**src/rtl/main_addsub.sv**
```systemverilog
// Modular add/subtract unit: registers (X +/- Y) mod MODULUS one cycle after
// in_valid, with an error flag for out-of-range operands.
module main_addsub #(
  parameter int MODULUS = 11,
  parameter int WIDTH   = 4
) (
  input  logic clk,
  input  logic rst,
  input  logic s,
  input  logic x3,
  input  logic x2,
  input  logic x1,
  input  logic x0,
  input  logic y3,
  input  logic y2,
  input  logic y1,
  input  logic y0,
  input  logic in_valid,
  output logic z3,
  output logic z2,
  output logic z1,
  output logic z0,
  output logic out_valid,
  output logic err
);

  // WIDTH+1 bits so MODULUS=16 and the raw sum both fit without overflow.
  localparam logic [WIDTH:0] MOD_W = (WIDTH+1)'(MODULUS);

  function automatic logic [WIDTH-1:0] mod_add(input logic [WIDTH-1:0] a,
                                               input logic [WIDTH-1:0] b);
    logic [WIDTH:0] sum;
    sum = {1'b0, a} + {1'b0, b};
    if (sum >= MOD_W) sum = sum - MOD_W;
    return sum[WIDTH-1:0];
  endfunction

  function automatic logic [WIDTH-1:0] mod_sub(input logic [WIDTH-1:0] a,
                                               input logic [WIDTH-1:0] b);
    logic [WIDTH:0] diff;
    // Wraparound of the WIDTH+1 bit difference cancels once MOD_W is added back.
    diff = {1'b0, a} - {1'b0, b};
    if (a < b) diff = diff + MOD_W;
    return diff[WIDTH-1:0];
  endfunction

  logic [WIDTH-1:0] w_x_p0;
  logic [WIDTH-1:0] w_y_p0;
  logic             w_oor_p0;
  logic [WIDTH-1:0] w_res_p0;

  logic [WIDTH-1:0] r_z_p1;
  logic             r_vld_p1;
  logic             r_err_p1;

  // ---- stage p0: operand assembly, range check, arithmetic ----
  assign w_x_p0   = {x3, x2, x1, x0};
  assign w_y_p0   = {y3, y2, y1, y0};
  assign w_oor_p0 = ({1'b0, w_x_p0} >= MOD_W) || ({1'b0, w_y_p0} >= MOD_W);
  assign w_res_p0 = w_oor_p0 ? '0 : (s ? mod_sub(w_x_p0, w_y_p0)
                                       : mod_add(w_x_p0, w_y_p0));

  // ---- stage p1: result register; Z holds when no new operands arrive ----
  always_ff @(posedge clk) begin
    if (rst) begin
      r_z_p1   <= '0;
      r_vld_p1 <= 1'b0;
      r_err_p1 <= 1'b0;
    end else begin
      r_vld_p1 <= in_valid;
      r_err_p1 <= in_valid & w_oor_p0;
      if (in_valid) r_z_p1 <= w_res_p0;
    end
  end

  assign {z3, z2, z1, z0} = r_z_p1;
  assign out_valid        = r_vld_p1;
  assign err              = r_err_p1;

endmodule

```
**config.mk**
```make
export PLATFORM = sky130hd
export DESIGN_NAME = main_addsub
export DESIGN_NICKNAME = d
export VERILOG_FILES = /design/src/rtl/main_addsub.sv
export SDC_FILE = /design/constraint.sdc
export NUM_CORES = 1
export LEC_CHECK = 0
export CELL_PAD_IN_SITES_DETAIL_PLACEMENT = 1
export CELL_PAD_IN_SITES_GLOBAL_PLACEMENT = 2
export CORE_ASPECT_RATIO = 1.25
export CORE_UTILIZATION = 36
export CTS_CLUSTER_DIAMETER = 120
export DETAILED_ROUTE_END_ITERATION = 12
export DONT_BUFFER_PORTS = 1
export PLACE_DENSITY = 0.83
export SYNTH_ARGS = -nofsm -noshare
export SYNTH_HDL_FRONTEND = slang
export SYNTH_SLANG_ARGS = --single-unit
```
**constraint.sdc**
```tcl
create_clock -name clk -period 2.78 [get_ports clk]
set_input_delay 0.278 -clock clk [delete_from_list [all_inputs] [get_ports clk]]
set_output_delay 0.278 -clock clk [all_outputs]
set_load 0.05 [all_outputs]
```
==> results.md, run 1 <==
- Drt pass-1 iters: 8
- WL/cell: 14.1 um
- Vias in the first global route: 743
- Area contributors post-synth: ha_1 15%, dfxtp_1 15%, mux2i_1 6.2%, a21oi_1 5.5%, fa_1 4.9%
- DR iter-0 viols: 10
- Fmax: 447 MHz
- Tcrit/Tclk final: 80.4%
- Top-Level Pins: 18
- Worst r2r path cells: 2
- Met3 Track Usage GR: 1.95%
- Critical path origin: x0
- Most frequent cells in the layout: 10 x ha_1, 9 x nor2_1, 9 x a21oi_1
- GRT met2 Usage: 31.6%
- Most common cell after layout, fill and taps aside: ha_1
- Startpoint types: primary input
- Initial Util: 39.7%
- Post-layout min period: 2.24 ns
- Area share of the largest cell type after synthesis: 15.4%
- Outcome: finished with violations
- Vias per Instance: 5.65
- Reg-to-Reg End: r_z_p1[1]
- Crit. End Element: flop
- VDD IR max: 149 uV
- First-pass GRT wire length: 3080 um
- CTS H-tree depth: 1
- Total power: 0.000380 W
- Postcts setup bufs: 0
- Most used flip-flop cell after synthesis: dfxtp_1
- Leak: 0.366 nW
- Max Cap Viol: 0
- Least-Margin Pin Slew: 0.549 ns
- Register clock-pin slew on the reported worst setup and hold paths: 0.04 ns
- Mean Syn Cell Area: 8.38 um^2
- Final setup fails: 0
- Met1 usage: 19.8%
- Syn_nets: 121
- # rows: 18
- EDFF count, synth: 0
- Core Region: 0.00205 mm^2
- Placed cell area: 851 um^2
- Design area: 873 um^2
- Port bufs: 0
- Final hold slack: 0.117 ns
- Failing checks: design-rule violations
- Register area share after synthesis: 14.8%
- DRC viols: 1
- Crit path max fanout: 3
- Slew Viols, Final: 0
- Critical Path AT: 2.38 ns
- CP Cell Sequence: ha_1 > fa_1 > ha_1 > or3_4 > a2111oi_4 > o31ai_2 > xnor2_1 > a22o_1
- RSZ-0062 raised after global routing: false
- Crit-path max cell delay: 0.48 ns
- #FFs+latches synth: 6
- Cell family with most CP delay: adder cells
- TritonCTS clock tree: yes
- Count of clock tree sinks: 6
- Routability cong.: 0.778
- Die area: 0.00245 mm^2
- TritonCTS Buffers: 3
- Hold Fails Final Rpt: 0
- Post-synth top area cell: ha_1
- Hold buffer count at cts: 0
- Routed WL: 1820 um
- End point of the critical path: r_z_p1[0]
- Mapped cell area: 813 um^2
- Required @ worst endpoint: 2.92 ns
- Antenna violations before repair: 0
- Final Net Count: 125
- RR Startpoint: r_z_p1[1]
- Max Buffers Root-to-Sink: 2
- Hold crit path type: in2reg
- Worst skew pair latency: 0.25 ns
- Setup Skew: 0 ns
- Die span in y: 55.1 um
- Crit path top cell by count: ha_1
- Gr busiest metal: met2
- Distinct cells, synth: 35
- Grt total ovfl: 0
- CP bufs+invs: 0
- Die X: 44.5 um
- Total number of vias: 729
- Hpwl dp: 1530 um
- Worst rel slew slack: 63.0%
- Final antenna-violating net count: 0
- Share of layout cells above drive strength 1: 10.1%
- CTS Root Cell: clkbuf_4
- Post-Synthesis Cells: 97
- Slowest CP cell: fa_1
- Async SR Flop Fraction: 0%
- CP Depth: 8
- Hold path depth: 1
- Pwr Density: 436 mW/mm^2
- R2R Setup Slk: 1.74 ns
- ANT cells: 0
- GRT Total Usage: 17.3%
- Area Growth Syn to Fin: 7.38%
- Post-cts sizing count: 0
- Crit Path Category: in2reg
- Largest net degree at the start of global routing: 12
- Syn. warnings: 0
- Setup TNS: 0 ns
## layer usage
metal / routed length, um / vias up / share of wire [%]
met4: 23 / 0 / 1.3
li1: - / 351 / -
met5: 0 / - / 0
met3: 73 / 3 / 4.0
met1: 790 / 353 / 43
met2: 935 / 22 / 51
## logic make-up (layout without fill, tap and decap cells)
kind of cell / after synthesis / after routing / share of synthesized area, %
DFF: 6 / 6 / 14.8
muxes: 6 / 6 / 7.54
and+or+nand+nor: 31 / 31 / 20.6
xor gates and xnor gates: 6 / 6 / 6.46
adders and majority gates: 12 / 12 / 20.3
AOI/OAI and AO/OA: 27 / 27 / 26.2
buffers and inverters: 9 / 11 / 4.15
## report_power, final
group / leakage (nW) / internal [W] / switching, W
clock: 0.0138 / 0.0000489 / 0.0000321
combinational: 0.303 / 0.0000875 / 0.0000943
sequential: 0.0492 / 0.0000926 / 0.0000249
## how the worst min path moves through the flow
stage	end	slack, ns	start
5_1_grt	out_valid	0.12	rst
3_3_place_gp	out_valid	0.37	rst
3_5_place_dp	out_valid	0.38	rst
4_1_cts	out_valid	0.12	rst
6_report	out_valid	0.12	rst
2_1_floorplan	out_valid	0.36	rst
## cell usage after synthesis (2+ instances only)
cell type  count
nor2b_1        6
nand2b_1       4
xnor2_1        4
nand2_1        5
mux2i_1        5
a22o_1         2
nor2_1         9
a21oi_1        9
fa_1           2
inv_1          7
dfxtp_1        6
clkbuf_1       2
o21ai_0        3
ha_1          10
xor2_1         2
and2_1         2
## flip-flops by register name (all words and copies together) (netlist names)
| name | count |
|---|---|
| err | 1 |
| r_z_p1 | 4 |
| out_valid | 1 |
## cell type report
cell class	instances	area (um^2)
clock buffers	3	22.5
fillers	256	1180
inverters	7	26.3
multi-input cells	82	659
flip-flops and latches	6	120
well taps	30	37.5
repair buffers	1	7.51
## through the flow
stage | worst slack, ns | util (%) | cells
after floorplan | 0.370 | - | 97
after global placement | 0.321 | 41.5 | 126
after detailed placement | 0.275 | 41.5 | 126
after CTS | 0.528 | 42.6 | 129
after global routing | 0.451 | 42.6 | 129
final | 0.544 | 42.6 | 129
## worst reg2reg max path, delay by kind of cell (launching register included)
kind,cells,cell delay [ns]
flip-flops,1,0.65
AO/OA/AOI/OAI,2,0.32
(Power assumes the default switching activity.)
==> run 2, diff against run 1 <==
Settings changed: CORE_UTILIZATION 36 to 32, PLACE_DENSITY 0.83 to 0.79.
Clock period 2.78 ns to 1.9 ns, I/O delays scaled along.
==> run 2 against run 1 <==
  * Sequential power rose by 46%
  * The run ends with negative setup slack left
  * Worst hold slack got worse by 0.083 ns
  * Sequential share of layout area is 2.4 points lower
==> results.md, run 2 (synthesis gave the netlist of run 1 again) <==
- Outcome: finished with violations
- Failing checks: negative setup slack
- Fmax: 509 MHz
- Required @ worst endpoint: 2.03 ns
- CP Cell Sequence: ha_4 > fa_2 > nor2b_4 > or3_4 > a2111oi_4 > o31ai_2 > xnor2_1 > a22o_1
- Worst rel slew slack: 64.1%
- ANT cells: 0
- Most common cell after layout, fill and taps aside: buf_4
- CP Depth: 8
- Setup Skew: 0 ns
- Post-layout min period: 1.97 ns
- R2R Setup Slk: 0.87 ns
- Cell family with most CP delay: compound AO/OA/AOI/OAI gates
- Post-Place Setup Slack: -0.423 ns
- Final antenna-violating net count: 0
- Die area: 0.00275 mm^2
- Worst skew pair latency: 0.24 ns
- Routed WL: 2110 um
- Core Region: 0.00243 mm^2
- Final setup fails: 2
- VDD IR max: 258 uV
- # fillers: 304
- DR iter-0 viols: 8
- Tcrit/Tclk final: 103%
- RSZ-0062 raised after global routing: true
- Area Growth Syn to Fin: 30.2%
- Largest register FFs: 4
- Antenna violations before repair: 0
- Reg-to-Reg End: r_z_p1[1]
- Slowest CP cell: fa_2
- First-pass GRT wire length: 3480 um
- Most flops, register: r_z_p1
- Total number of vias: 779
- Largest net degree at the start of global routing: 8
- WL/cell: 14.2 um
- GRT Total Usage: 17.3%
- Critical Path AT: 2.10 ns
- End point of the critical path: r_z_p1[0]
- Final hold slack: 0.0342 ns
- Max Buffers Root-to-Sink: 2
- Drt pass-1 iters: 3
- Crit-path max cell delay: 0.46 ns
- Initial Util: 33.5%
- TritonCTS Buffers: 3
- Max Cap Viol: 0
- Critical path origin: x0
- Port bufs: 0
- Leak: 0.455 nW
- Total power: 0.000629 W
- Register clock-pin slew on the reported worst setup and hold paths: 0.04 ns
- Pwr Density: 594 mW/mm^2
- Hold Fails Final Rpt: 0
- Hold_sp: rst
- Hold buffer count at cts: 0
- Share of layout cells above drive strength 1: 28.4%
- Routability cong.: 0.716
- Startpoint types: primary input
- Least-Margin Pin Slew: 0.538 ns
- Crit path max fanout: 3
- TritonCTS clock tree: yes
- Hold crit path type: in2reg
- CP bufs+invs: 0
- Register area: 120 um^2
- Slew Viols, Final: 0
- Die span in y: 58.4 um
- Count of clock tree sinks: 6
- Post-route setup slack: -0.0664 ns
- Vias in the first global route: 799
- Crit. End Element: flop
- Multi-input combinational cell area: 713 um^2
- Most frequent cells in the layout: 18 x buf_4, 9 x nor2_1, 9 x a21oi_1
- Top-Level Pins: 18
- CTS Root Cell: clkbuf_4
- Worst r2r path cells: 2
- # rows: 20
- RR Startpoint: r_z_p1[1]
- Crit Path Category: in2reg
- Grt total ovfl: 0
- Final Net Count: 142
- Vias per Instance: 5.23
- Die X: 47.1 um
- CTS H-tree depth: 1
- DRC viols: 0
run 2: changes by cell type in the layout (fill, tap and decap cells not counted), sizes merged:
cell  before  now
buf        1   18
run 2: cell type report:
| class | count | area share [%] |
|---|---|---|
| multi-input combinational | 82 | 67.4 |
| clock buffer | 3 | 2.13 |
| timing repair buffer | 18 | 12.8 |
| sequential | 6 | 11.3 |
| tap | 33 | 3.90 |
| inverter | 7 | 2.48 |
run 2: report_power, final:
group	switching, W	internal, W	leakage (nW)
combinational	0.000160	0.000181	0.392
sequential	0.0000364	0.000135	0.0492
clock	0.0000443	0.0000713	0.0138
total	0.000241	0.000388	0.455
run 2: worst register-to-register path, cell delays in order, from the launching register on:
cell,delay [ns]
dfxtp_1,0.65
a22oi_1,0.18
a21oi_1,0.14
run 2: worst min-delay path by stage:
| stage | to | slack (ns) | cells past startpoint |
|---|---|---|---|
| 4_1_cts | out_valid | 0.03 | 1 |
| 3_3_place_gp | out_valid | 0.28 | 1 |
| 2_1_floorplan | out_valid | 0.28 | 1 |
| 6_report | out_valid | 0.03 | 1 |
| 3_5_place_dp | out_valid | 0.28 | 1 |
| 5_1_grt | out_valid | 0.03 | 1 |
run 2: what timing repair did:
item / 4_1_cts / 5_1_grt
buffers inserted: 0 / 1
endpoints found under the setup margin: 2 / 3
gates resized for setup: 0 / 2
pin swaps: 3 / 2
hold endpoints to repair: 0 / 0
run 2: layer usage:
metal / up-vias / global-route usage (%) / part of all wire, %
met5: - / 0 / 0
met4: 0 / 8.98 / 1.9
met3: 4 / 0.307 / 2.4
met2: 21 / 30.0 / 52
met1: 365 / 21.1 / 43
li1: 389 / - / -
run 2: per-stage QoR:
stage                     setup TNS [ns]  std cells  utilization [%]  area, um^2
after floorplan                   -0.628         97                -         871
after global placement             -1.03        145             42.1        1020
after detailed placement           -1.13        145             42.1        1020
after CTS                         -0.121        148             43.0        1040
after global routing              -0.292        149             43.6        1060
final                            -0.0991        149             43.6        1060
==> run 3, diff against run 2 <==
Settings changed: SLEW_MARGIN from default to 5.
==> results of run 3 <==
The final DEF is identical to that of run 2; final timing and power are the same.
